==> config.mk <==
export PLATFORM = sky130hd
export DESIGN_NAME = braille_trainer_ctrl_flat
export DESIGN_NICKNAME = d
export VERILOG_FILES = /design/src/rtl/trainer_pkg.sv /design/src/rtl/braille_trainer_ctrl_if.sv /design/src/rtl/trainer_timer.sv /design/src/rtl/braille_trainer_ctrl.sv /design/src/flat_wrapper.sv
export SDC_FILE = /design/constraint.sdc
export NUM_CORES = 1
export LEC_CHECK = 0
export CAP_MARGIN = 25
export CORE_AREA = 8 8 107 109
export DETAILED_ROUTE_END_ITERATION = 8
export DIE_AREA = 0 0 115 117
export DONT_BUFFER_PORTS = 1
export GPL_ROUTABILITY_DRIVEN = 0
export MAX_ROUTING_LAYER = met4
export PLACE_DENSITY = 0.59
export RECOVER_POWER = 50
export SKIP_LAST_GASP = 1
export SYNTH_ARGS = -nofsm -noshare
export SYNTH_HDL_FRONTEND = slang
export SYNTH_SLANG_ARGS = --single-unit
==> constraint.sdc <==
create_clock -name clk -period 2.8 [get_ports clk]
set_clock_uncertainty 0.15 [all_clocks]
set_input_delay 0.56 -clock clk [delete_from_list [all_inputs] [get_ports clk]]
set_output_delay 0.56 -clock clk [all_outputs]
set_load 0.005 [all_outputs]
==> src/rtl/trainer_pkg.sv <==
// Shared types and constants for the Braille trainer session controller.
package trainer_pkg;

  localparam int unsigned DOT_W               = 6;
  localparam int unsigned DEF_TIMEOUT_CYCLES  = 250_000_000;  // 5 s at 50 MHz
  localparam int unsigned DEF_FEEDBACK_CYCLES = 50_000_000;   // 1 s at 50 MHz

  typedef enum logic [2:0] {
    IDLE,
    LOAD_REQ,
    LOAD_CAP,
    ENTRY,
    CHECK,
    FEEDBACK
  } state_t;

  function automatic int unsigned max_cycles(input int unsigned a, input int unsigned b);
    return (a > b) ? a : b;
  endfunction

endpackage

==> src/rtl/braille_trainer_ctrl_if.sv <==
// Button/character-source/display bundle of the session controller.
interface braille_trainer_ctrl_if
  import trainer_pkg::*;
#(
  parameter int unsigned SCORE_W = 8
);

  logic               start_pulse;
  logic [DOT_W-1:0]   dot_pulse;
  logic               enter_pulse;
  logic               clear_pulse;
  logic [DOT_W-1:0]   target;
  logic               next_req;
  logic [DOT_W-1:0]   dots;
  logic [DOT_W-1:0]   target_q;
  logic               correct;
  logic               wrong;
  logic               timeout;
  logic [SCORE_W-1:0] score;
  logic [SCORE_W-1:0] attempts;
  logic               busy;

  modport master (
    output start_pulse, dot_pulse, enter_pulse, clear_pulse, target,
    input  next_req, dots, target_q, correct, wrong, timeout, score, attempts, busy
  );

  modport slave (
    input  start_pulse, dot_pulse, enter_pulse, clear_pulse, target,
    output next_req, dots, target_q, correct, wrong, timeout, score, attempts, busy
  );

endinterface

==> src/rtl/trainer_timer.sv <==
// Loadable down-counter shared by the entry-timeout and feedback phases.
module trainer_timer #(
  parameter int unsigned W = 8
) (
  input  logic         clk,
  input  logic         rst,
  input  logic         load,
  input  logic [W-1:0] load_val,
  output logic         zero
);

  logic [W-1:0] count;

  // Load has priority; otherwise count down and rest at zero.
  always_ff @(posedge clk or negedge rst) begin
    if (!rst) begin
      count <= '0;
    end else if (load) begin
      count <= load_val;
    end else if (count != '0) begin
      count <= count - W'(1);
    end
  end

  assign zero = (count == '0);

endmodule

==> src/rtl/braille_trainer_ctrl.sv <==
// Session controller: requests targets, accumulates the 6-dot cell,
// grades submissions, enforces the entry timeout and holds feedback.
module braille_trainer_ctrl
  import trainer_pkg::*;
#(
  parameter int unsigned TIMEOUT_CYCLES  = DEF_TIMEOUT_CYCLES,
  parameter int unsigned FEEDBACK_CYCLES = DEF_FEEDBACK_CYCLES,
  parameter int unsigned SCORE_W         = 8
) (
  input  logic                   clk,
  input  logic                   rst,
  braille_trainer_ctrl_if.slave  bus
);

  localparam int unsigned MAX_CYC = max_cycles(TIMEOUT_CYCLES, FEEDBACK_CYCLES);
  localparam int unsigned TMR_W   = (MAX_CYC > 1) ? $clog2(MAX_CYC) : 1;
  localparam logic [TMR_W-1:0]   TO_LOAD = TMR_W'(TIMEOUT_CYCLES - 1);
  localparam logic [TMR_W-1:0]   FB_LOAD = TMR_W'(FEEDBACK_CYCLES - 1);
  localparam logic [SCORE_W-1:0] CNT_MAX = '1;

  state_t             state;
  logic [DOT_W-1:0]   dots_r;
  logic [DOT_W-1:0]   target_r;
  logic               next_req_r;
  logic               correct_r;
  logic               wrong_r;
  logic               timeout_r;
  logic               busy_r;
  logic [SCORE_W-1:0] score_r;
  logic [SCORE_W-1:0] attempts_r;

  logic               tmr_load;
  logic [TMR_W-1:0]   tmr_val;
  logic               tmr_zero;

  logic entry_reload;
  assign entry_reload = bus.clear_pulse || (!bus.enter_pulse && (bus.dot_pulse != '0));

  // Timer load requests: entry window on capture and on clear/dot activity,
  // feedback window on every transition into FEEDBACK.
  always_comb begin
    tmr_load = 1'b0;
    tmr_val  = TO_LOAD;
    case (state)
      LOAD_CAP: tmr_load = 1'b1;
      ENTRY: begin
        if (entry_reload) begin
          tmr_load = 1'b1;
        end else if (!bus.enter_pulse && tmr_zero) begin
          tmr_load = 1'b1;
          tmr_val  = FB_LOAD;
        end
      end
      CHECK: begin
        tmr_load = 1'b1;
        tmr_val  = FB_LOAD;
      end
      default: ;
    endcase
  end

  trainer_timer #(.W(TMR_W)) u_timer (
    .clk      (clk),
    .rst      (rst),
    .load     (tmr_load),
    .load_val (tmr_val),
    .zero     (tmr_zero)
  );

  // Session state machine with registered outputs and saturating counters.
  always_ff @(posedge clk or negedge rst) begin
    if (!rst) begin
      state      <= IDLE;
      dots_r     <= '0;
      target_r   <= '0;
      next_req_r <= 1'b0;
      correct_r  <= 1'b0;
      wrong_r    <= 1'b0;
      timeout_r  <= 1'b0;
      busy_r     <= 1'b0;
      score_r    <= '0;
      attempts_r <= '0;
    end else begin
      next_req_r <= 1'b0;
      case (state)
        IDLE: begin
          if (bus.start_pulse) begin
            state      <= LOAD_REQ;
            next_req_r <= 1'b1;
            busy_r     <= 1'b1;
            score_r    <= '0;
            attempts_r <= '0;
            dots_r     <= '0;
          end
        end
        LOAD_REQ: state <= LOAD_CAP;
        LOAD_CAP: begin
          target_r <= bus.target;
          dots_r   <= '0;
          state    <= ENTRY;
        end
        ENTRY: begin
          if (bus.clear_pulse) begin
            dots_r <= '0;
          end else if (bus.enter_pulse) begin
            state <= CHECK;
          end else if (bus.dot_pulse != '0) begin
            dots_r <= dots_r ^ bus.dot_pulse;
          end else if (tmr_zero) begin
            state     <= FEEDBACK;
            timeout_r <= 1'b1;
            wrong_r   <= 1'b1;
            if (attempts_r != CNT_MAX) attempts_r <= attempts_r + SCORE_W'(1);
          end
        end
        CHECK: begin
          state <= FEEDBACK;
          if (dots_r == target_r) begin
            correct_r <= 1'b1;
            if (score_r != CNT_MAX) score_r <= score_r + SCORE_W'(1);
          end else begin
            wrong_r <= 1'b1;
          end
          if (attempts_r != CNT_MAX) attempts_r <= attempts_r + SCORE_W'(1);
        end
        FEEDBACK: begin
          if (tmr_zero) begin
            state      <= LOAD_REQ;
            next_req_r <= 1'b1;
            correct_r  <= 1'b0;
            wrong_r    <= 1'b0;
            timeout_r  <= 1'b0;
          end
        end
        default: begin
          state  <= IDLE;
          busy_r <= 1'b0;
        end
      endcase
    end
  end

  assign bus.next_req = next_req_r;
  assign bus.dots     = dots_r;
  assign bus.target_q = target_r;
  assign bus.correct  = correct_r;
  assign bus.wrong    = wrong_r;
  assign bus.timeout  = timeout_r;
  assign bus.score    = score_r;
  assign bus.attempts = attempts_r;
  assign bus.busy     = busy_r;

endmodule

==> src/flat_wrapper.sv <==
// flat-port wrapper written by rule: the top's interface ports become plain ports
module braille_trainer_ctrl_flat import trainer_pkg::*;
#(
  parameter int unsigned TIMEOUT_CYCLES  = DEF_TIMEOUT_CYCLES,
  parameter int unsigned FEEDBACK_CYCLES = DEF_FEEDBACK_CYCLES,
  parameter int unsigned SCORE_W         = 8
)
  (clk, rst, bus_start_pulse, bus_dot_pulse, bus_enter_pulse, bus_clear_pulse, bus_target, bus_next_req, bus_dots, bus_target_q, bus_correct, bus_wrong, bus_timeout, bus_score, bus_attempts, bus_busy);
  braille_trainer_ctrl_if #(.SCORE_W(SCORE_W)) bus_i ();
  input  logic clk;
  input  logic rst;
  input wire logic [$bits(bus_i.start_pulse)-1:0] bus_start_pulse;
  input wire logic [$bits(bus_i.dot_pulse)-1:0] bus_dot_pulse;
  input wire logic [$bits(bus_i.enter_pulse)-1:0] bus_enter_pulse;
  input wire logic [$bits(bus_i.clear_pulse)-1:0] bus_clear_pulse;
  input wire logic [$bits(bus_i.target)-1:0] bus_target;
  output wire logic [$bits(bus_i.next_req)-1:0] bus_next_req;
  output wire logic [$bits(bus_i.dots)-1:0] bus_dots;
  output wire logic [$bits(bus_i.target_q)-1:0] bus_target_q;
  output wire logic [$bits(bus_i.correct)-1:0] bus_correct;
  output wire logic [$bits(bus_i.wrong)-1:0] bus_wrong;
  output wire logic [$bits(bus_i.timeout)-1:0] bus_timeout;
  output wire logic [$bits(bus_i.score)-1:0] bus_score;
  output wire logic [$bits(bus_i.attempts)-1:0] bus_attempts;
  output wire logic [$bits(bus_i.busy)-1:0] bus_busy;
  assign bus_i.start_pulse = bus_start_pulse;
  assign bus_i.dot_pulse = bus_dot_pulse;
  assign bus_i.enter_pulse = bus_enter_pulse;
  assign bus_i.clear_pulse = bus_clear_pulse;
  assign bus_i.target = bus_target;
  assign bus_next_req = bus_i.next_req;
  assign bus_dots = bus_i.dots;
  assign bus_target_q = bus_i.target_q;
  assign bus_correct = bus_i.correct;
  assign bus_wrong = bus_i.wrong;
  assign bus_timeout = bus_i.timeout;
  assign bus_score = bus_i.score;
  assign bus_attempts = bus_i.attempts;
  assign bus_busy = bus_i.busy;
  braille_trainer_ctrl #(.TIMEOUT_CYCLES(TIMEOUT_CYCLES), .FEEDBACK_CYCLES(FEEDBACK_CYCLES), .SCORE_W(SCORE_W)) u_core (.clk(clk), .rst(rst), .bus(bus_i));
endmodule
==> results.py, run 1 <==
metrics = {
    "timing": {
        "slew_viol_final": 65,
        "max_freq_mhz": 392,
        "hold_violations": 0,
        "max-slew-margin-rel_pct": -5.09,
        "worstMarginPinSlew_ps": 1580,
        "whs_ps": 217,
        "finalSetupTns_ps": 0,
        "report.final.setup_viol": 0,
        "post-route-min-period_ps": 2550,
        "rsz0062_at_grt": "no",
        "timing.final.crit_share_pct": 91.1,
    },
    "floorplanning": {
        "initial_core_util_pct": 34.3,
        "core_area_sq_um": 9910,
        "boundaryPins": 50,
        "fp-row-count": 37,
        "dieHeight_um": 117,
        "die_area_sq_um": 13500,
        "die_w_um": 115,
    },
    "clock_tree": {
        "clock-sinks": 64,
        "cts_buffers": 9,
        "clk_latency_ps": 340,
        "cts_setup_buffers": 0,
        "clockBufferDepth": 2,
        "root_buffer": "clkbuf_8",
        "cts_tree": "built",
        "htreeDepth": 3,
        "clkTransAtPathRegs_ps": 70,
    },
    "run": {
        "cap_viol_max_count": 1,
    },
    "outcome": {
        "status": "complete, but fails checks",
        "violations": "max-capacitance violations, max-slew violations",
    },
    "logic_synthesis": {
        "synthCells": 367,
        "ys_warn_count": 0,
        "synth-seq-cells": 64,
        "async_flop_share_pct": 100,
        "syn_area_per_cell_sq_um": 9.26,
        "seq_area_frac_synth_pct": 47.1,
        "synth_edf_count": 0,
        "synth_area_sq_um": 3400,
        "syn_nets": 387,
        "ys_types": 45,
        "synth_flop_cell": "dfrtp_1",
    },
    "critical_path": {
        "worst_setup_path_start_kind": "register",
        "required_ps": 2910,
        "worstPathArrival_ps": 2660,
        "path_max_fanout": 15,
        "crit_type": "reg -> reg",
        "end_kind": "register",
    },
    "route": {
        "post_drt_wl_per_cell_um": 15.7,
        "via_per_inst": 5.24,
        "drcViolationCount": 0,
        "first_pass_iters": 5,
        "vias": 2703,
        "ant_nets": 0,
        "drt_iter0_markers": 114,
        "finalWirelength_mm": 8.10,
    },
    "global_routing": {
        "grt_max_degree": 65,
        "grtUsageTotal_pct": 13.1,
        "grt_pass1_vias": 2685,
        "antenna_found_initial": 0,
        "grt_pass1_wl_mm": 13.5,
        "grt_overflow": 0,
    },
    "layout": {
        "layout-drive-gt1-share_pct": 10.0,
        "area_growth_pct": 12.8,
        "multi_input_area_sq_um": 1730,
        "diodes": 0,
        "fill_cells": 1009,
        "finalNetCount": 395,
        "regArea_sq_um": 1600,
    },
    "min_path": {
        "hp-class": "in -> reg",
    },
    "power_and_ir_drop": {
        "ir_worst_vdd_mv": 0.489,
        "leakagePower_uw": 0.00144,
        "powerDensity_nw_per_um2": 876,
        "p_total_uw": 3360,
    },
    "place": {
        "port_buffers": 0,
        "dp_hpwl_mm": 5.92,
    },
}
-- critical path, stage by stage (launching register included) --
cell and delay, ps:
dfrtp_1 430, or4_1 610, nor3b_2 250, and4_4 310, buf_12 130, nand2_1 60
and3_1 360, o211ai_1 180
-- stage by stage --
| stage | util [%] | setup WS [ps] | cell area, sq um | std cells |
|---|---|---|---|---|
| after floorplan | - | 347 | 3400 | 367 |
| after global placement | 36.1 | 163 | 3580 | 498 |
| after detailed placement | 36.1 | 119 | 3580 | 498 |
| after CTS | 38.9 | 98.5 | 3850 | 516 |
| after global routing | 38.7 | 75.6 | 3830 | 516 |
| final | 38.7 | 248 | 3830 | 516 |
-- synthesized netlist by cell type, types with 2 or more instances --
library cell	count	share of area, %
nand4b_1	3	0.77
a21o_1	2	0.44
nand2_1	45	5.0
nor2_1	41	4.5
a31oi_1	4	0.74
xnor2_1	23	5.9
dfrtp_1	64	47
o21a_1	2	0.44
and3_1	3	0.55
o21ai_0	27	4.0
or3_1	4	0.74
clkbuf_1	8	0.88
nor4_1	11	2.0
ha_1	3	1.1
inv_1	5	0.55
nand3b_1	2	0.44
buf_2	3	0.44
or4_1	4	0.88
o31ai_1	8	1.8
nand4_1	2	0.37
mux2_2	6	2.0
nand2b_1	10	1.8
nand3_1	19	2.8
xor2_1	20	5.2
a2bb2oi_1	2	0.52
nor2b_1	2	0.37
a21oi_1	13	1.9
or2_2	2	0.37
nor3_1	11	1.6
o211ai_1	3	0.66
-- area by class of cell --
type | instances | area share (%)
Multi-Input combinational cell | 286 | 45.1
Sequential cell | 64 | 41.8
Tap cell | 136 | 4.44
Clock buffer | 12 | 4.31
Timing Repair Buffer | 9 | 1.99
Clock inverter | 4 | 1.96
Inverter | 5 | 0.489
-- per-layer routing --
metal,up-vias,routed length [um],track usage (%)
met5,-,0,-
met4,0,80,3.68
met3,6,574,4.82
met2,56,3750,20.8
met1,1334,3690,15.4
li1,1307,-,-
-- report_power, final --
| group | internal (uW) | total (uW) | switching [uW] | leakage (uW) |
|---|---|---|---|---|
| registers | 1120 | 1390 | 272 | 0.000773 |
| logic | 432 | 1030 | 598 | 0.000553 |
| clock network | 574 | 935 | 361 | 0.000115 |
-- layout by cell type (no fill, tap or decap), types with 3 or more instances in the layout --
master / instances
nand4b_1: 3
or4_1: 3
nand2b_1: 10
xor2_1: 20
a31oi_1: 4
xnor2_1: 23
nor4_1: 11
dfrtp_1: 64
nor3_1: 11
ha_1: 3
o21ai_0: 27
a21oi_1: 13
o211ai_1: 3
inv_1: 5
clkbuf_8: 12
or3_1: 4
o31ai_1: 8
and3_1: 3
nand2_1: 45
nor2_1: 41
buf_4: 5
mux2_2: 6
nand3_1: 19
-- path summary, 6_finish.rpt --
kind	start	slack [ps]	to	cells past startpoint
hold / removal	bus_target[4]	220	u_core.bus.target_q[4]$_DFFE_PN0P_	1
setup / recovery	u_core.u_timer.count[9]$_DFFE_PN0P_	250	u_core.u_timer.count[1]$_DFFE_PN0P_	7
hold reg to reg	u_core.u_timer.count[23]$_DFFE_PN0P_	380	u_core.u_timer.count[23]$_DFFE_PN0P_	2
max in group asynchronous	rst	540	u_core.bus.score[2]$_DFFE_PN0P_	2
min in group asynchronous	rst	1030	u_core.u_timer.count[2]$_DFFE_PN0P_	2
setup reg to reg	u_core.u_timer.count[9]$_DFFE_PN0P_	250	u_core.u_timer.count[1]$_DFFE_PN0P_	7
-- kinds of logic (layout without fill, tap and decap cells) --
kind of cell	Yosys count	count (layout)	synth area share, %
compound gates	67	67	12.2
xor+xnor	43	43	11.1
fa+ha+maj	3	3	1.10
buf+inv	17	30	2.21
flops	64	64	47.1
mux	6	6	1.99
simple gates	167	167	24.3
-- timing repair --
| item | in CTS | in global routing |
|---|---|---|
| setup endpoints to repair | 0 | 21 |
| hold buffers | 2 | 0 |
| resized for setup | 0 | 3 |
| endpoints found under the hold margin | 64 | 0 |
-- state kept, by name, indices dropped and copies added (netlist names) --
signal                count
u_core.bus.timeout        1
u_core.bus.busy           1
u_core.u_timer.count     28
u_core.bus.target_q       6
u_core.bus.correct        1
u_core.bus.next_req       1
u_core.bus.score          8
u_core.bus.dots           6
u_core.bus.attempts       8
u_core.state              3
u_core.bus.wrong          1
No activity file was read; power rests on OpenSTA's default activity.
==> inputs of run 2 (changes only) <==
--- a/config.mk
+++ b/config.mk
@@ -6,9 +6,9 @@
 export NUM_CORES = 1
 export LEC_CHECK = 0
 export CAP_MARGIN = 25
-export CORE_AREA = 8 8 107 109
+export CORE_AREA = 8 8 111 113
 export DETAILED_ROUTE_END_ITERATION = 8
-export DIE_AREA = 0 0 115 117
+export DIE_AREA = 0 0 119 121
 export DONT_BUFFER_PORTS = 1
 export GPL_ROUTABILITY_DRIVEN = 0
 export MAX_ROUTING_LAYER = met4
@@ -17,4 +17,5 @@
 export SKIP_LAST_GASP = 1
 export SYNTH_ARGS = -nofsm -noshare
 export SYNTH_HDL_FRONTEND = slang
+export SYNTH_HIERARCHICAL = 1
 export SYNTH_SLANG_ARGS = --single-unit
==> run 2 against run 1 <==
The flow still finishes with violations (max-capacitance violations, max-slew violations). Synthesized cell count grew 9.8%. Utilization increased by 3.8 points. Global-route usage up 0.58 points. Via count rose by 16%. Critical endpoint is now u_core/bus.attempts[1]$_DFFE_PN0P_. Largest power group is now combinational cells.
==> results.py, run 2 <==
metrics = {
    "logic_synthesis": {
        "synth_edf_count": 0,
        "netlist_top_cells_area": "dfrtp_1 43%, xor2_1 4.5%, nand2_1 4.2%",
        "synthTopCellsByCount": "64 x dfrtp_1, 42 x nand2_1, 28 x nor2_1, 20 x o21ai_0, 19 x xor2_1",
        "synth-seq-cells": 64,
        "yosys.cell_count.top_type": "dfrtp_1",
        "synth_flop_cell": "dfrtp_1",
        "syn_area_per_cell_sq_um": 9.23,
        "synth_area_sq_um": 3720,
        "ys_types": 60,
        "async_flop_share_pct": 100,
        "synthCells": 403,
        "ys_warn_count": 6,
        "yosysTopAreaCell": "dfrtp_1",
        "synth_top_area_share_pct": 43.0,
        "seq_area_frac_synth_pct": 43.0,
    },
    "layout": {
        "fill_cells": 1046,
        "largest_reg_flops": 28,
        "regMostFlops": "u_core/u_timer/count",
        "layout-drive-gt1-share_pct": 19.7,
        "final_common_cell": "dfrtp_1",
        "final_area_sq_um": 4510,
        "layout_common_cells": "64 x dfrtp_1, 40 x nand2_1, 29 x buf_4, 26 x nor2_1, 21 x conb_1",
        "regArea_sq_um": 1600,
        "finalNetCount": 472,
        "final_cells": 596,
        "multi_input_area_sq_um": 2170,
        "diodes": 0,
        "area_growth_pct": 21.2,
    },
    "global_routing": {
        "grt_overflow": 0,
        "antenna_found_initial": 0,
        "use_met1_pct": 15.0,
        "gr-usage-met3_pct": 5.35,
        "grt_max_degree": 65,
        "busiest_layer": "met2",
        "grtUsageTotal_pct": 13.7,
        "grt_pass1_vias": 3203,
        "grt_pass1_wl_mm": 15.9,
        "use_met2_pct": 22.9,
    },
    "clock_tree": {
        "root_buffer": "clkbuf_8",
        "clockBufferDepth": 2,
        "htreeDepth": 3,
        "clkTransAtPathRegs_ps": 80,
        "clock-sinks": 64,
        "cts_buffers": 9,
        "cts_tree": "built",
        "clk_latency_ps": 350,
    },
    "critical_path": {
        "worst_setup_path_start_kind": "register",
        "cp_slowest_cell": "or4b_4",
        "path_max_fanout": 6,
        "crit_type": "reg -> reg",
        "cp_cell_sequence": "inv_2, ha_1, or4b_4, nor3_4, and4_4, nor4b_4, nand2_2, a22oi_2, buf_12, nand2_2, a32o_1",
        "critical-path-max-stage-delay_ps": 470,
        "worstPathArrival_ps": 2830,
        "cpMostUsedCell": "nand2_2",
        "required_ps": 2880,
        "end_kind": "register",
    },
    "route": {
        "via_per_inst": 5.28,
        "vias": 3144,
        "first_pass_iters": 5,
        "finalWirelength_mm": 9.46,
        "post_drt_wl_per_cell_um": 15.9,
        "ant_nets": 0,
        "drt_iter0_markers": 91,
        "drcViolationCount": 0,
    },
    "timing": {
        "hold_violations": 0,
        "max-slew-margin-rel_pct": -9.63,
        "slew_viol_final": 65,
        "worstMarginPinSlew_ps": 1640,
        "whs_ps": 207,
        "max_freq_mhz": 363,
        "timing.final.crit_share_pct": 98.4,
        "rsz0062_at_grt": "yes",
        "report.final.setup_viol": 0,
        "post-route-min-period_ps": 2760,
    },
    "outcome": {
        "status": "complete, but fails checks",
        "violations": "max-capacitance violations, max-slew violations",
    },
    "place": {
        "dpl_cell_area_sq_um": 4170,
        "placed_cells": 568,
        "dp_hpwl_mm": 6.74,
        "port_buffers": 0,
    },
    "min_path": {
        "hp-class": "in -> reg",
    },
    "floorplanning": {
        "dieHeight_um": 121,
        "boundaryPins": 50,
        "die_w_um": 119,
        "core_area_sq_um": 10600,
        "die_area_sq_um": 14400,
        "initial_core_util_pct": 35.1,
        "fp-row-count": 38,
    },
    "power_and_ir_drop": {
        "power.share.switching_pct": 41.4,
        "ir_worst_vdd_mv": 0.489,
        "powerDensity_nw_per_um2": 1010,
        "clock_power_share_pct": 16.0,
        "internal-power_uw": 2680,
        "p_seq_share_pct": 37.5,
        "p_total_uw": 4570,
        "leakagePower_uw": 0.00183,
        "p_sw_uw": 1890,
        "pwr-share-comb_pct": 46.5,
    },
    "run": {
        "cap_viol_max_count": 1,
    },
}
run 2: changes by cell type in the layout (fill, tap and decap cells not counted), sizes merged, moves of 6 or more:
cell / before / now
a22o: 0 / 7
and2: 1 / 7
buf: 6 / 35
conb: 0 / 21
nand2b: 10 / 4
nor2: 41 / 28
or4: 4 / 12
xnor2: 23 / 11
run 2: power groups by stage:
stage / Sequential (uW) / Clock (uW) / Combinational [uW]
final: 1720 / 732 / 2120
after global placement: 1720 / 0 / 1910
after CTS: 1720 / 762 / 2000
after floorplan: 1610 / 0 / 1480
after global routing: 1790 / 801 / 2380
after detailed placement: 1730 / 0 / 1980
run 2: critical path: cells and delay by family (launching register included):
| family | cells | cell delay, ps |
|---|---|---|
| AND/OR/NAND/NOR | 6 | 1260 |
| AO/OA/AOI/OAI | 2 | 450 |
| flip-flops | 1 | 400 |
| buffers and inverters | 2 | 230 |
| adder cells (fa/ha/maj) | 1 | 140 |
run 2: logic make-up after synthesis:
| logic type | count (synthesis) | share of synthesized area [%] |
|---|---|---|
| buffers and inverters | 28 | 3.13 |
| flip-flops | 64 | 43.0 |
| multiplexers | 9 | 2.69 |
| AND/OR/NAND/NOR | 165 | 24.5 |
| other | 2 | 0.202 |
| XOR/XNOR | 30 | 7.06 |
| adder cells (fa/ha/maj) | 4 | 1.35 |
| AO/OA/AOI/OAI | 101 | 18.1 |
run 2: per-layer routing:
metal / vias to the layer above / wire, um
met2: 75 / 4680
met3: 2 / 790
met1: 1517 / 3950
li1: 1550 / -
met4: 0 / 34
met5: - / 0
run 2: final timing paths:
path                                                         to                                 from  cells past startpoint  slack, ps
max                          u_core/bus.attempts[1]$_DFFE_PN0P_  u_core/u_timer/count[0]$_DFFE_PN0P_                     11         40
min                          u_core/bus.target_q[2]$_DFFE_PN0P_                        bus_target[2]                      1        210
max reg2reg                  u_core/bus.attempts[1]$_DFFE_PN0P_  u_core/u_timer/count[0]$_DFFE_PN0P_                     11         40
min reg2reg                      u_core/bus.correct$_DFFE_PN0P_       u_core/bus.correct$_DFFE_PN0P_                      2        390
max in group asynchronous  u_core/u_timer/count[22]$_DFFE_PN0P_                                  rst                      2        480
min in group asynchronous  u_core/u_timer/count[14]$_DFFE_PN0P_                                  rst                      2       1050
run 2: per-stage QoR:
| step | setup WS, ps | setup TNS, ps | util [%] |
|---|---|---|---|
| floorplan | -42.9 | -139 | - |
| detailed placement | -7.22 | -7.22 | 39.4 |
| global route | -55.8 | -186 | 42.5 |
| global placement | 87.8 | 0 | 39.4 |
| finish | 44.5 | 0 | 42.5 |
| CTS | -0.176 | -0.176 | 41.6 |
run 2: what timing repair did:
action                                 4_1_cts  5_1_grt
setup buffers                                2        7
pin swaps                                    2        3
setup endpoints to repair                    4       23
resized for setup                            1       13
endpoints found under the hold margin       64        0
gates cloned                                 0        1
hold buffers                                 2        0
run 2: final cells by class:
class,count,share of cell area [%]
clock buffers,10,3.05
clock inverters,6,0.971
inverters,8,0.666
multi-input cells,330,48.1
flip-flops and latches,64,35.5
well taps,140,3.88
repair buffers,38,7.80
